### config.mk
export PLATFORM = sky130hd
export DESIGN_NAME = alu_sequencer
export DESIGN_NICKNAME = d
export VERILOG_FILES = /design/src/rtl/alu_sequencer.sv
export SDC_FILE = /design/constraint.sdc
export NUM_CORES = 1
export LEC_CHECK = 0
export CAP_MARGIN = 40
export CORE_UTILIZATION = 41
export DETAILED_ROUTE_END_ITERATION = 16
export PLACE_DENSITY = 0.78
export SLEW_MARGIN = 20
export SYNTH_ARGS = -nofsm -noshare
export SYNTH_HDL_FRONTEND = slang
export SYNTH_SLANG_ARGS = --single-unit
### constraint.sdc
create_clock -name clk -period 2.1 [get_ports clk]
set_input_delay 0.63 -clock clk [delete_from_list [all_inputs] [get_ports clk]]
set_output_delay 0.63 -clock clk [all_outputs]
set_load 0.005 [all_outputs]
### src/rtl/alu_sequencer.sv
// alu_sequencer: issues one ALU instruction at a time. It drives the function
// code and the result enable for a fixed settle window, then pulses the load
// of register A or D and captures the condition codes from the ALU outputs.
module alu_sequencer #(
  parameter int unsigned SETTLE_CYCLES = 4  // legal range 1..15
) (
  input  logic       clk,
  input  logic       rst_n,
  input  logic [7:0] instr_i,
  input  logic       instr_valid_i,
  output logic       instr_ready_o,
  input  logic [7:0] alu_result_i,
  input  logic       alu_carry_i,
  input  logic       alu_zero_i,
  output logic [2:0] fctn_code_o,
  output logic       alu_enable_o,
  output logic       load_a_o,
  output logic       load_d_o,
  output logic       cc_sign_o,
  output logic       cc_carry_o,
  output logic       cc_zero_o,
  output logic       done_o,
  output logic       illegal_o
);

  typedef enum logic [1:0] {
    S_IDLE   = 2'd0,
    S_SETTLE = 2'd1,
    S_LATCH  = 2'd2,
    S_DONE   = 2'd3
  } state_e;

  localparam logic [3:0] ALU_CLASS = 4'b1000;
  localparam logic [2:0] FN_ADD    = 3'd0;
  localparam logic [2:0] FN_INC    = 3'd1;
  // Counter starts one below the settle length so SETTLE lasts exactly
  // SETTLE_CYCLES cycles, including the cycle in which it reads zero.
  localparam logic [3:0] CNT_INIT  = 4'(SETTLE_CYCLES - 1);

  state_e     state_q, state_d;
  logic [3:0] cnt_q, cnt_d;
  logic [2:0] fctn_q, fctn_d;
  logic       dest_q, dest_d;
  logic       illegal_q, illegal_d;
  logic       alu_enable_q, alu_enable_d;
  logic       load_a_q, load_a_d;
  logic       load_d_q, load_d_d;
  logic       done_q, done_d;
  logic       cc_sign_q, cc_sign_d;
  logic       cc_carry_q, cc_carry_d;
  logic       cc_zero_q, cc_zero_d;
  logic       accept_s;

  // Ready is combinational from state so it rises as soon as reset releases.
  assign instr_ready_o = rst_n & (state_q == S_IDLE);
  assign accept_s      = instr_valid_i & (state_q == S_IDLE);

  // Next-state logic: FSM sequencing, instruction capture and strobe decode.
  always_comb begin
    state_d      = state_q;
    cnt_d        = cnt_q;
    fctn_d       = fctn_q;
    dest_d       = dest_q;
    illegal_d    = 1'b0;
    cc_sign_d    = cc_sign_q;
    cc_carry_d   = cc_carry_q;
    cc_zero_d    = cc_zero_q;
    case (state_q)
      S_IDLE: begin
        if (accept_s) begin
          if (instr_i[7:4] == ALU_CLASS) begin
            fctn_d  = instr_i[2:0];
            dest_d  = instr_i[3];
            cnt_d   = CNT_INIT;
            state_d = S_SETTLE;
          end else begin
            illegal_d = 1'b1;
          end
        end else begin
          state_d = S_IDLE;
        end
      end
      S_SETTLE: begin
        if (cnt_q == 4'd0) begin
          state_d = S_LATCH;
        end else begin
          cnt_d = cnt_q - 4'd1;
        end
      end
      S_LATCH: begin
        // Condition codes sample the settled ALU outputs at the end of LATCH;
        // carry is only meaningful for the adder functions.
        cc_zero_d = alu_zero_i;
        cc_sign_d = alu_result_i[7];
        if ((fctn_q == FN_ADD) || (fctn_q == FN_INC)) begin
          cc_carry_d = alu_carry_i;
        end else begin
          cc_carry_d = cc_carry_q;
        end
        state_d = S_DONE;
      end
      S_DONE: begin
        state_d = S_IDLE;
      end
      default: begin
        state_d = S_IDLE;
      end
    endcase
    // Outputs are decoded from the next state so they leave flops directly.
    alu_enable_d = (state_d == S_SETTLE) || (state_d == S_LATCH);
    load_a_d     = (state_d == S_LATCH) & ~dest_d;
    load_d_d     = (state_d == S_LATCH) &  dest_d;
    done_d       = (state_d == S_DONE);
  end

  // State, datapath and registered-output flops; reset abandons any pending load.
  always_ff @(posedge clk or negedge rst_n) begin
    if (!rst_n) begin
      state_q      <= S_IDLE;
      cnt_q        <= 4'd0;
      fctn_q       <= 3'd0;
      dest_q       <= 1'b0;
      illegal_q    <= 1'b0;
      alu_enable_q <= 1'b0;
      load_a_q     <= 1'b0;
      load_d_q     <= 1'b0;
      done_q       <= 1'b0;
      cc_sign_q    <= 1'b0;
      cc_carry_q   <= 1'b0;
      cc_zero_q    <= 1'b0;
    end else begin
      state_q      <= state_d;
      cnt_q        <= cnt_d;
      fctn_q       <= fctn_d;
      dest_q       <= dest_d;
      illegal_q    <= illegal_d;
      alu_enable_q <= alu_enable_d;
      load_a_q     <= load_a_d;
      load_d_q     <= load_d_d;
      done_q       <= done_d;
      cc_sign_q    <= cc_sign_d;
      cc_carry_q   <= cc_carry_d;
      cc_zero_q    <= cc_zero_d;
    end
  end

  assign fctn_code_o  = fctn_q;
  assign alu_enable_o = alu_enable_q;
  assign load_a_o     = load_a_q;
  assign load_d_o     = load_d_q;
  assign done_o       = done_q;
  assign illegal_o    = illegal_q;
  assign cc_sign_o    = cc_sign_q;
  assign cc_carry_o   = cc_carry_q;
  assign cc_zero_o    = cc_zero_q;

endmodule
==> impl_metrics.py, run 1 <==
metrics = {
    "synthesis": {
        "yosys.cell_types.count": 27,
        "yosys_register_bits": 18,
        "yosysSeqAreaShare_pct": 56.69,
        "syn_area_um2": 794.5,
        "synth_nets": 88,
        "syn_area_per_cell_um2": 12.22,
        "synth_ff_type": "dfrtp_1",
        "synth-edff-count": 0,
        "synth_warnings": 0,
        "synthCells": 65,
        "ys_async_sr_fraction_pct": 100.0,
    },
    "cells_and_area": {
        "final_cell_mix": "23 x clkdlybuf4s50_1, 18 x dfrtp_1, 7 x mux2_2",
        "layout-drive-gt1-share_pct": 22.68,
        "area_delta_synth_final_pct": 43.46,
        "nets": 122,
        "diodes": 0,
        "final_util_pct": 64.61,
        "final_common_cell": "clkdlybuf4s50_1",
    },
    "critical_path": {
        "crit_family": "simple AND/OR/NAND/NOR gates",
        "worstPathRequired_ps": 2260,
        "worstReg2RegStart": "cnt_q[0]",
        "crit_type": "in -> reg",
        "cp_max_fo": 4,
        "end_kind": "register",
        "cp.depth": 6,
        "cp_cell_sequence": "clkdlybuf4s50_1 -> or4b_4 -> o22ai_2 -> nor2_1 -> ha_1 -> a21boi_1",
        "crit_slowest_cell": "or4b_4",
        "cp-startpoint": "instr_i[5]",
        "crit_end": "load_d_o",
        "crit_buf_inv": 1,
        "reg2reg_setup_slack_ps": 230,
        "worstReg2RegEnd": "load_d_o",
        "worstRegToRegCells": 6,
        "cp.arrival_ps": 2180,
        "cpPeakStageDelay_ps": 580,
        "crit_path_start_kind": "input pin",
    },
    "power_and_ir_drop": {
        "power_density_nw_per_um2": 1191,
        "leakage_nw": 0.5377,
        "intPower_uw": 927.4,
        "pwr-share-seq_pct": 42.6,
        "switching_share_pct": 31.65,
        "p_switching_uw": 429.6,
        "irDropWorstVdd_mv": 0.7279,
        "power_mw": 1.357,
        "p_clk_share_pct": 12.0,
        "power_frac_comb_pct": 45.4,
    },
    "place": {
        "gp_congestion": 0.7338,
        "preCtsSetupSlack_ps": -405.2,
        "io_buffers": 25,
        "hpwl_um": 1191,
    },
    "route": {
        "ant_nets": 0,
        "wl_um": 1584,
        "drc": 0,
        "vias": 611,
        "wl_per_cell_um": 12.98,
        "drtPass1Iterations": 2,
        "drtIter0Drc": 4,
        "viasPerCell": 5.008,
    },
    "clock_tree": {
        "clock-sinks": 18,
        "numCtsBuffers": 3,
        "cts_max_path_buffers": 2,
        "h-tree-depth": 1,
        "cts_tree": "yes",
        "clk_pin_slew_ps": 100,
        "cts_root_buffer": "clkbuf_4",
        "post_cts_buffers": 0,
        "hold_buffers": 0,
        "clock_latency_ps": 280,
    },
    "sta": {
        "holdWs_ps": 341.6,
        "timing.final.ws_setup_ps": 79.12,
        "timing.final.crit_share_pct": 96.23,
        "setup_viol": 0,
        "skew_ps": 6.217,
        "rsz0062_at_grt": "no",
        "fmax_mhz": 494.8,
        "worstMarginPinSlew_ps": 342.4,
        "drv_slew": 0,
        "slew_headroom_pct": 76.85,
        "fin_setup_tns_ps": 0,
        "finalCriticalPeriod_ps": 2021,
        "hold_viol": 0,
    },
    "global_routing": {
        "grt_max_degree": 19,
        "grt_overflow": 0,
        "grt_pass1_wl_um": 2504,
        "antenna_found_initial": 0,
        "grt_pass1_vias": 584,
        "grt_usage_pct": 17.83,
    },
    "die": {
        "die_y_um": 46.02,
        "floorplan.rows": 15,
        "die_w_um": 46.02,
        "start_util_pct": 45.04,
        "ios": 33,
        "fp.dieArea_um2": 2118,
        "design.core.area_um2": 1764,
    },
    "min_path": {
        "hp-class": "in -> async",
    },
    "flow_run": {
        "max-cap-violations": 0,
    },
    "outcome": {
        "status": "finished, final reports clean",
    },
}
==> power by group through the flow <==
stage	Sequential [mW]	Clock [mW]	Combinational (mW)
6_report	0.578	0.163	0.616
5_1_grt	0.601	0.185	0.669
4_1_cts	0.578	0.171	0.611
3_5_place_dp	0.582	0	0.609
3_3_place_gp	0.576	0	0.590
2_1_floorplan	0.580	0	0.304
==> metal layers <==
layer / up-vias / wire (um) / track usage (%)
met5: - / 0 / 0
met4: 0 / 13 / 10.59
met3: 2 / 97 / 4.762
met2: 21 / 793 / 28.17
met1: 295 / 680 / 21.57
li1: 293 / - / -
==> worst min-delay path by stage <==
stage	startpoint	slack, ps	to	depth (start not counted)
floorplan	rst_n	330	alu_enable_o	0
global placement	cnt_q[3]	480	cnt_q[3]	1
detailed placement	cc_sign_o	500	cc_sign_o	1
CTS	cc_sign_o	520	cc_sign_o	1
global route	rst_n	360	alu_enable_o	2
finish	rst_n	340	done_o	2
==> state kept, by name, summed over array words and instances, names as in the netlist <==
signal / cells
alu_enable_o: 1
cc_carry_o: 1
cc_sign_o: 1
cc_zero_o: 1
cnt_q: 4
dest_q: 1
done_o: 1
fctn_code_o: 3
illegal_o: 1
load_a_o: 1
load_d_o: 1
state_q: 2
==> logic make-up (layout without fill, tap and decap cells) <==
family                     after synthesis  after routing  share of synthesized area (%)
DFF                                     18             18                          56.69
AOI/OAI and AO/OA                        9              9                          7.246
muxes                                    8              8                          11.18
and+or+nand+nor                         21             21                          18.27
buffers and inverters                    7             39                          3.464
adders and majority gates                2              2                          3.149
==> worst register-to-register path, stage by stage (launching register included) <==
cell and delay (ps):
dfrtp_1 420, inv_1 70, ha_1 170, or3b_2 470
o21ai_0 300, ha_1 220, a21boi_1 150
==> cell usage after synthesis, types with 2 or more instances <==
cell | number | area [um^2]
dfrtp_1 | 18 | 450.4
nor3b_1 | 2 | 15.01
nor2_1 | 2 | 7.510
mux2_2 | 7 | 78.83
nand3_1 | 2 | 10.01
nand2_1 | 3 | 11.26
inv_1 | 6 | 22.52
o21ai_0 | 4 | 20.02
ha_1 | 2 | 25.02
nor3_1 | 2 | 10.01
==> area by class of cell <==
class	count	area (um^2)
inverters	6	22.52
well taps	25	31.28
multi-input cells	40	327.8
fillers	151	624.3
repair buffers	30	285.3
clock buffers	3	22.52
flip-flops and latches	18	450.4
==> metrics by stage <==
stage	instances	cell area (um^2)
2_1_floorplan	65	794.5
3_3_place_gp	119	1109
3_5_place_dp	119	1109
4_1_cts	122	1131
5_1_grt	122	1140
6_report	122	1140
==> what timing repair did <==
action	in CTS	in global routing
gates resized for setup	5	2
cloned	0	0
setup endpoints to repair	1	4
(Power assumes the default switching activity.)
==> run 2: changes to the inputs <==
--- a/config.mk
+++ b/config.mk
@@ -6,9 +6,11 @@
 export NUM_CORES = 1
 export LEC_CHECK = 0
 export CAP_MARGIN = 40
-export CORE_UTILIZATION = 41
+export CORE_UTILIZATION = 35
 export DETAILED_ROUTE_END_ITERATION = 16
-export PLACE_DENSITY = 0.78
+export GPL_ROUTABILITY_DRIVEN = 0
+export HOLD_SLACK_MARGIN = 0.08
+export PLACE_DENSITY = 0.69
 export SLEW_MARGIN = 20
 export SYNTH_ARGS = -nofsm -noshare
 export SYNTH_HDL_FRONTEND = slang
==> run 2 against run 1 <==
Sequential power barely moved. Sequential share of layout area fell by 0.47 points. Sequential cell count did not move. Clock power rose by 27%. Final area rose by 1.2%. Global-route usage fell by 3.6 points. Hold slack improved by 160 ps. Final cell count rose by 2.5%. Core utilization fell by 8.1 points. Non-clock buffer count did not move. First-iteration DRC count did not move.
==> impl_metrics.py, run 2 (same netlist as run 1, synthesis figures left out) <==
metrics = {
    "outcome": {
        "status": "finished, final reports clean",
    },
    "route": {
        "drtIter0Drc": 4,
        "vias": 622,
        "wl_per_cell_um": 11.30,
        "ant_nets": 0,
        "drtPass1Iterations": 4,
        "viasPerCell": 4.976,
        "wl_um": 1412,
        "drc": 0,
    },
    "die": {
        "floorplan.rows": 16,
        "fp.dieArea_um2": 2465,
        "die_w_um": 49.65,
        "start_util_pct": 38.91,
        "die_y_um": 49.65,
        "design.core.area_um2": 2042,
        "ios": 33,
    },
    "sta": {
        "worstMarginPinSlew_ps": 330.9,
        "timing.final.crit_share_pct": 96.49,
        "drv_slew": 0,
        "fin_setup_tns_ps": 0,
        "skew_ps": 2.446,
        "fmax_mhz": 493.5,
        "setup_viol": 0,
        "hold_viol": 0,
        "rsz0062_at_grt": "no",
        "slew_headroom_pct": 77.89,
        "finalCriticalPeriod_ps": 2026,
    },
    "clock_tree": {
        "h-tree-depth": 1,
        "cts_max_path_buffers": 2,
        "clk_pin_slew_ps": 100,
        "cts_tree": "yes",
        "cts_root_buffer": "clkbuf_4",
        "clock_latency_ps": 280,
        "hold_buffers": 0,
        "clock-sinks": 18,
        "numCtsBuffers": 3,
        "post_cts_buffers": 0,
    },
    "cells_and_area": {
        "stdcell_count": 125,
        "regMostFlops": "cnt_q",
        "layout-drive-gt1-share_pct": 23.47,
        "final_common_cell": "clkdlybuf4s50_1",
        "fillCellCount": 189,
        "design_area_um2": 1154,
        "final_cell_mix": "24 x clkdlybuf4s50_1, 18 x dfrtp_1, 7 x mux2_2",
        "diodes": 0,
        "largest_register_ffs": 4,
        "nets": 122,
        "final_util_pct": 56.50,
        "area_delta_synth_final_pct": 45.20,
    },
    "global_routing": {
        "grt_overflow": 0,
        "antenna_found_initial": 0,
        "grt_max_degree": 19,
        "grt_pass1_wl_um": 2608,
        "grt_pass1_vias": 634,
        "grt_usage_pct": 14.22,
    },
    "place": {
        "hpwl_um": 1122,
        "io_buffers": 25,
        "place_area_um2": 1111,
        "placedCellCount": 121,
    },
    "critical_path": {
        "worstRegToRegCells": 6,
        "cp-startpoint": "rst_n",
        "crit_type": "in -> out",
        "crit_path_start_kind": "input pin",
        "worstReg2RegStart": "cnt_q[0]",
        "worstPathRequired_ps": 1470,
        "end_kind": "output pin",
        "reg2reg_setup_slack_ps": 320,
        "cp_max_fo": 2,
        "worstReg2RegEnd": "load_a_o",
        "cp.arrival_ps": 1400,
    },
    "power_and_ir_drop": {
        "irDropWorstVdd_mv": 0.6907,
        "leakage_nw": 0.5358,
        "power_density_nw_per_um2": 1201,
    },
    "min_path": {
        "hp-start": "cnt_q[3]",
        "hold_end": "cnt_q[3]",
        "hp-class": "reg -> reg",
        "min_path_cells": 1,
    },
    "flow_run": {
        "max-cap-violations": 0,
    },
}
## run 2: worst max-delay path by stage
stage | endpoint | slack, ps | depth (start not counted)
after floorplan | load_a_o | 270 | 5
after global placement | instr_ready_o | -380 | 3
after detailed placement | instr_ready_o | -360 | 3
after CTS | load_a_o | 40 | 6
after global routing | instr_ready_o | 10 | 3
final | instr_ready_o | 70 | 3
## run 2: critical path, stage by stage
cell,delay (ps)
clkdlybuf4s50_1,480
nor3b_2,160
buf_2,130
## run 2: cell type report
| type | instances | area, um^2 | area share [%] |
|---|---|---|---|
| sequential | 18 | 450.4 | 39.05 |
| multi-input combinational | 40 | 327.8 | 28.42 |
| timing repair buffer | 30 | 282.8 | 24.51 |
| clock buffer | 4 | 36.28 | 3.145 |
| tap | 27 | 33.78 | 2.928 |
| inverter | 6 | 22.52 | 1.952 |
## run 2: what timing repair did
action | 4_1_cts | 5_1_grt
gates resized for setup | 5 | 1
endpoints found under the setup margin | 1 | 2
endpoints found under the hold margin | 0 | 0
## run 2: stage by stage
step | hold WS [ps] | worst slack [ps] | total power [mW]
after global placement | 486.8 | -376.4 | 1.170
after CTS | 507.3 | 39.14 | 1.401
after global routing | 536.6 | 11.79 | 1.518
final | 502.2 | 73.66 | 1.385
after detailed placement | 490.9 | -360.7 | 1.186
after floorplan | 334.4 | 267.6 | 0.8841
## run 2: per-layer routing
metal | GRT usage (%) | vias up | wire length [um]
met4 | 4.286 | 0 | 0
met1 | 15.61 | 296 | 599
met2 | 25.00 | 26 | 704
met5 | 0 | - | 0
met3 | 5.556 | 0 | 108
li1 | - | 300 | -
## run 2: power breakdown
group	internal, mW	total (mW)	switching, mW
sequential	0.491	0.577	0.0854
combinational	0.368	0.602	0.233
clock	0.105	0.207	0.101
total	0.965	1.38	0.420
==> run 3: changes to the inputs <==
--- a/config.mk
+++ b/config.mk
@@ -11,6 +11,7 @@
 export GPL_ROUTABILITY_DRIVEN = 0
 export HOLD_SLACK_MARGIN = 0.08
 export PLACE_DENSITY = 0.69
+export SETUP_SLACK_MARGIN = 0.3
 export SLEW_MARGIN = 20
 export SYNTH_ARGS = -nofsm -noshare
 export SYNTH_HDL_FRONTEND = slang
==> run 3 against run 2 <==
Fmax is 14% higher. Global-route usage is 0.31 points higher. Sequential cell count stayed put. Clock skew is 3.5 ps higher. Final cell count is 4.0% higher. Non-clock buffer count is 5 higher. Combinational power is 12% higher. Critical path type is now in -> reg. Critical endpoint is now load_a_o.
==> impl_metrics.py, run 3 (same netlist as run 1, synthesis figures left out) <==
metrics = {
    "sta": {
        "setup_viol": 0,
        "fmax_mhz": 561.8,
        "slew_headroom_pct": 80.05,
        "finalCriticalPeriod_ps": 1780,
        "hold_viol": 0,
        "holdWs_ps": 284.7,
        "timing.final.crit_share_pct": 84.77,
        "rsz0062_at_grt": "no",
        "drv_slew": 0,
        "skew_ps": 5.939,
        "worstMarginPinSlew_ps": 297.9,
    },
    "cells_and_area": {
        "stdcell_count": 130,
        "final_common_cell": "dfrtp_1",
        "layout-drive-gt1-share_pct": 33.98,
        "final_util_pct": 59.99,
        "area_delta_synth_final_pct": 54.17,
        "largest_register_ffs": 4,
        "final_cell_mix": "18 x dfrtp_1, 10 x buf_4, 9 x clkdlybuf4s50_1",
        "diodes": 0,
        "nets": 127,
        "regMostFlops": "cnt_q",
    },
    "die": {
        "start_util_pct": 38.91,
        "ios": 33,
        "fp.dieArea_um2": 2465,
        "die_w_um": 49.65,
        "design.core.area_um2": 2042,
        "die_y_um": 49.65,
        "floorplan.rows": 16,
    },
    "clock_tree": {
        "numCtsBuffers": 3,
        "hold_buffers": 0,
        "clk_pin_slew_ps": 110,
        "cts_max_path_buffers": 2,
        "clock_latency_ps": 300,
        "h-tree-depth": 1,
        "clock-sinks": 18,
        "cts_tree": "yes",
        "cts_root_buffer": "clkbuf_4",
    },
    "global_routing": {
        "grt_overflow": 0,
        "antenna_found_initial": 0,
        "grt_pass1_vias": 632,
        "grt_usage_pct": 14.53,
        "grt_max_degree": 19,
        "grt_pass1_wl_um": 2663,
    },
    "route": {
        "vias": 626,
        "drtIter0Drc": 15,
        "wl_um": 1607,
        "wl_per_cell_um": 12.36,
        "viasPerCell": 4.815,
        "ant_nets": 0,
        "drc": 0,
        "drtPass1Iterations": 4,
    },
    "power_and_ir_drop": {
        "leakage_nw": 0.6522,
        "irDropWorstVdd_mv": 0.6484,
        "power_density_nw_per_um2": 1199,
    },
    "outcome": {
        "status": "finished, final reports clean",
    },
    "place": {
        "placedCellCount": 121,
        "io_buffers": 25,
        "hpwl_um": 1128,
    },
    "critical_path": {
        "end_kind": "register",
        "crit_type": "in -> reg",
        "cp_max_fo": 4,
        "crit_path_start_kind": "input pin",
        "worstPathRequired_ps": 2300,
        "worstRegToRegCells": 6,
        "cp.arrival_ps": 1980,
    },
    "flow_run": {
        "max-cap-violations": 0,
    },
    "min_path": {
        "hp-class": "in -> async",
    },
}
-- run 3: cell types whose count changed in the layout (fill, tap and decap cells not counted), moves of 2 or more --
cell / before / now
or3b_4: 0 / 2
dlygate4sd2_1: 0 / 6
buf_4: 5 / 10
clkdlybuf4s15_1: 0 / 2
o21ai_0: 4 / 2
clkdlybuf4s50_1: 24 / 9
dlymetal6s2s_1: 0 / 6
-- run 3: layout make-up --
type / instances / area, um^2
sequential: 18 / 450.4
clock buffer: 4 / 36.28
inverter: 6 / 22.52
fill: 203 / 817.0
timing repair buffer: 35 / 322.8
tap: 27 / 33.78
multi-input combinational: 40 / 359.1
-- run 3: metrics by stage --
stage          total power, mW  setup slack (ps)  setup TNS [ps]  instance area [um^2]
2_1_floorplan           0.8945             303.1               0                 800.8
3_3_place_gp             1.184            -403.3           -1333                  1117
3_5_place_dp             1.193            -405.0           -1380                  1117
4_1_cts                  1.454             301.0               0                  1185
5_1_grt                  1.591             301.1               0                  1225
6_report                 1.468             319.9               0                  1225
-- run 3: final timing paths --
check	start	to	slack (ps)
worst max register to register	cnt_q[1]	load_a_o	460
max in group asynchronous	rst_n	cnt_q[1]	1620
min in group clk	cc_sign_o	cc_sign_o	510
worst max-delay path	instr_i[5]	load_a_o	320
worst min-delay path	rst_n	dest_q	280
worst min register to register	cc_sign_o	cc_sign_o	510
-- run 3: repair_timing --
action                     CTS  global route
gates resized for setup     22            12
pin swaps                    5             4
buffers inserted             3             2
setup endpoints to repair    9            10
-- run 3: power breakdown --
part           leakage (nW)  switching, mW  internal, mW
clock network        0.0210          0.110         0.106
logic                 0.404          0.272         0.404
registers             0.227         0.0858         0.491
-- run 3: worst max-delay path: stages --
cell and delay (ps):
dlygate4sd2_1 240, or4b_4 580, o22ai_4 150, nor2_2 50, ha_2 180, and3_4 160
-- run 3: metal layers --
layer	part of all wire, %	wire length (um)	GRT usage [%]
met5	0	0	0
met3	7.3	117	3.704
met2	48	775	23.87
met1	43	689	16.93
met4	1.6	25	8.571
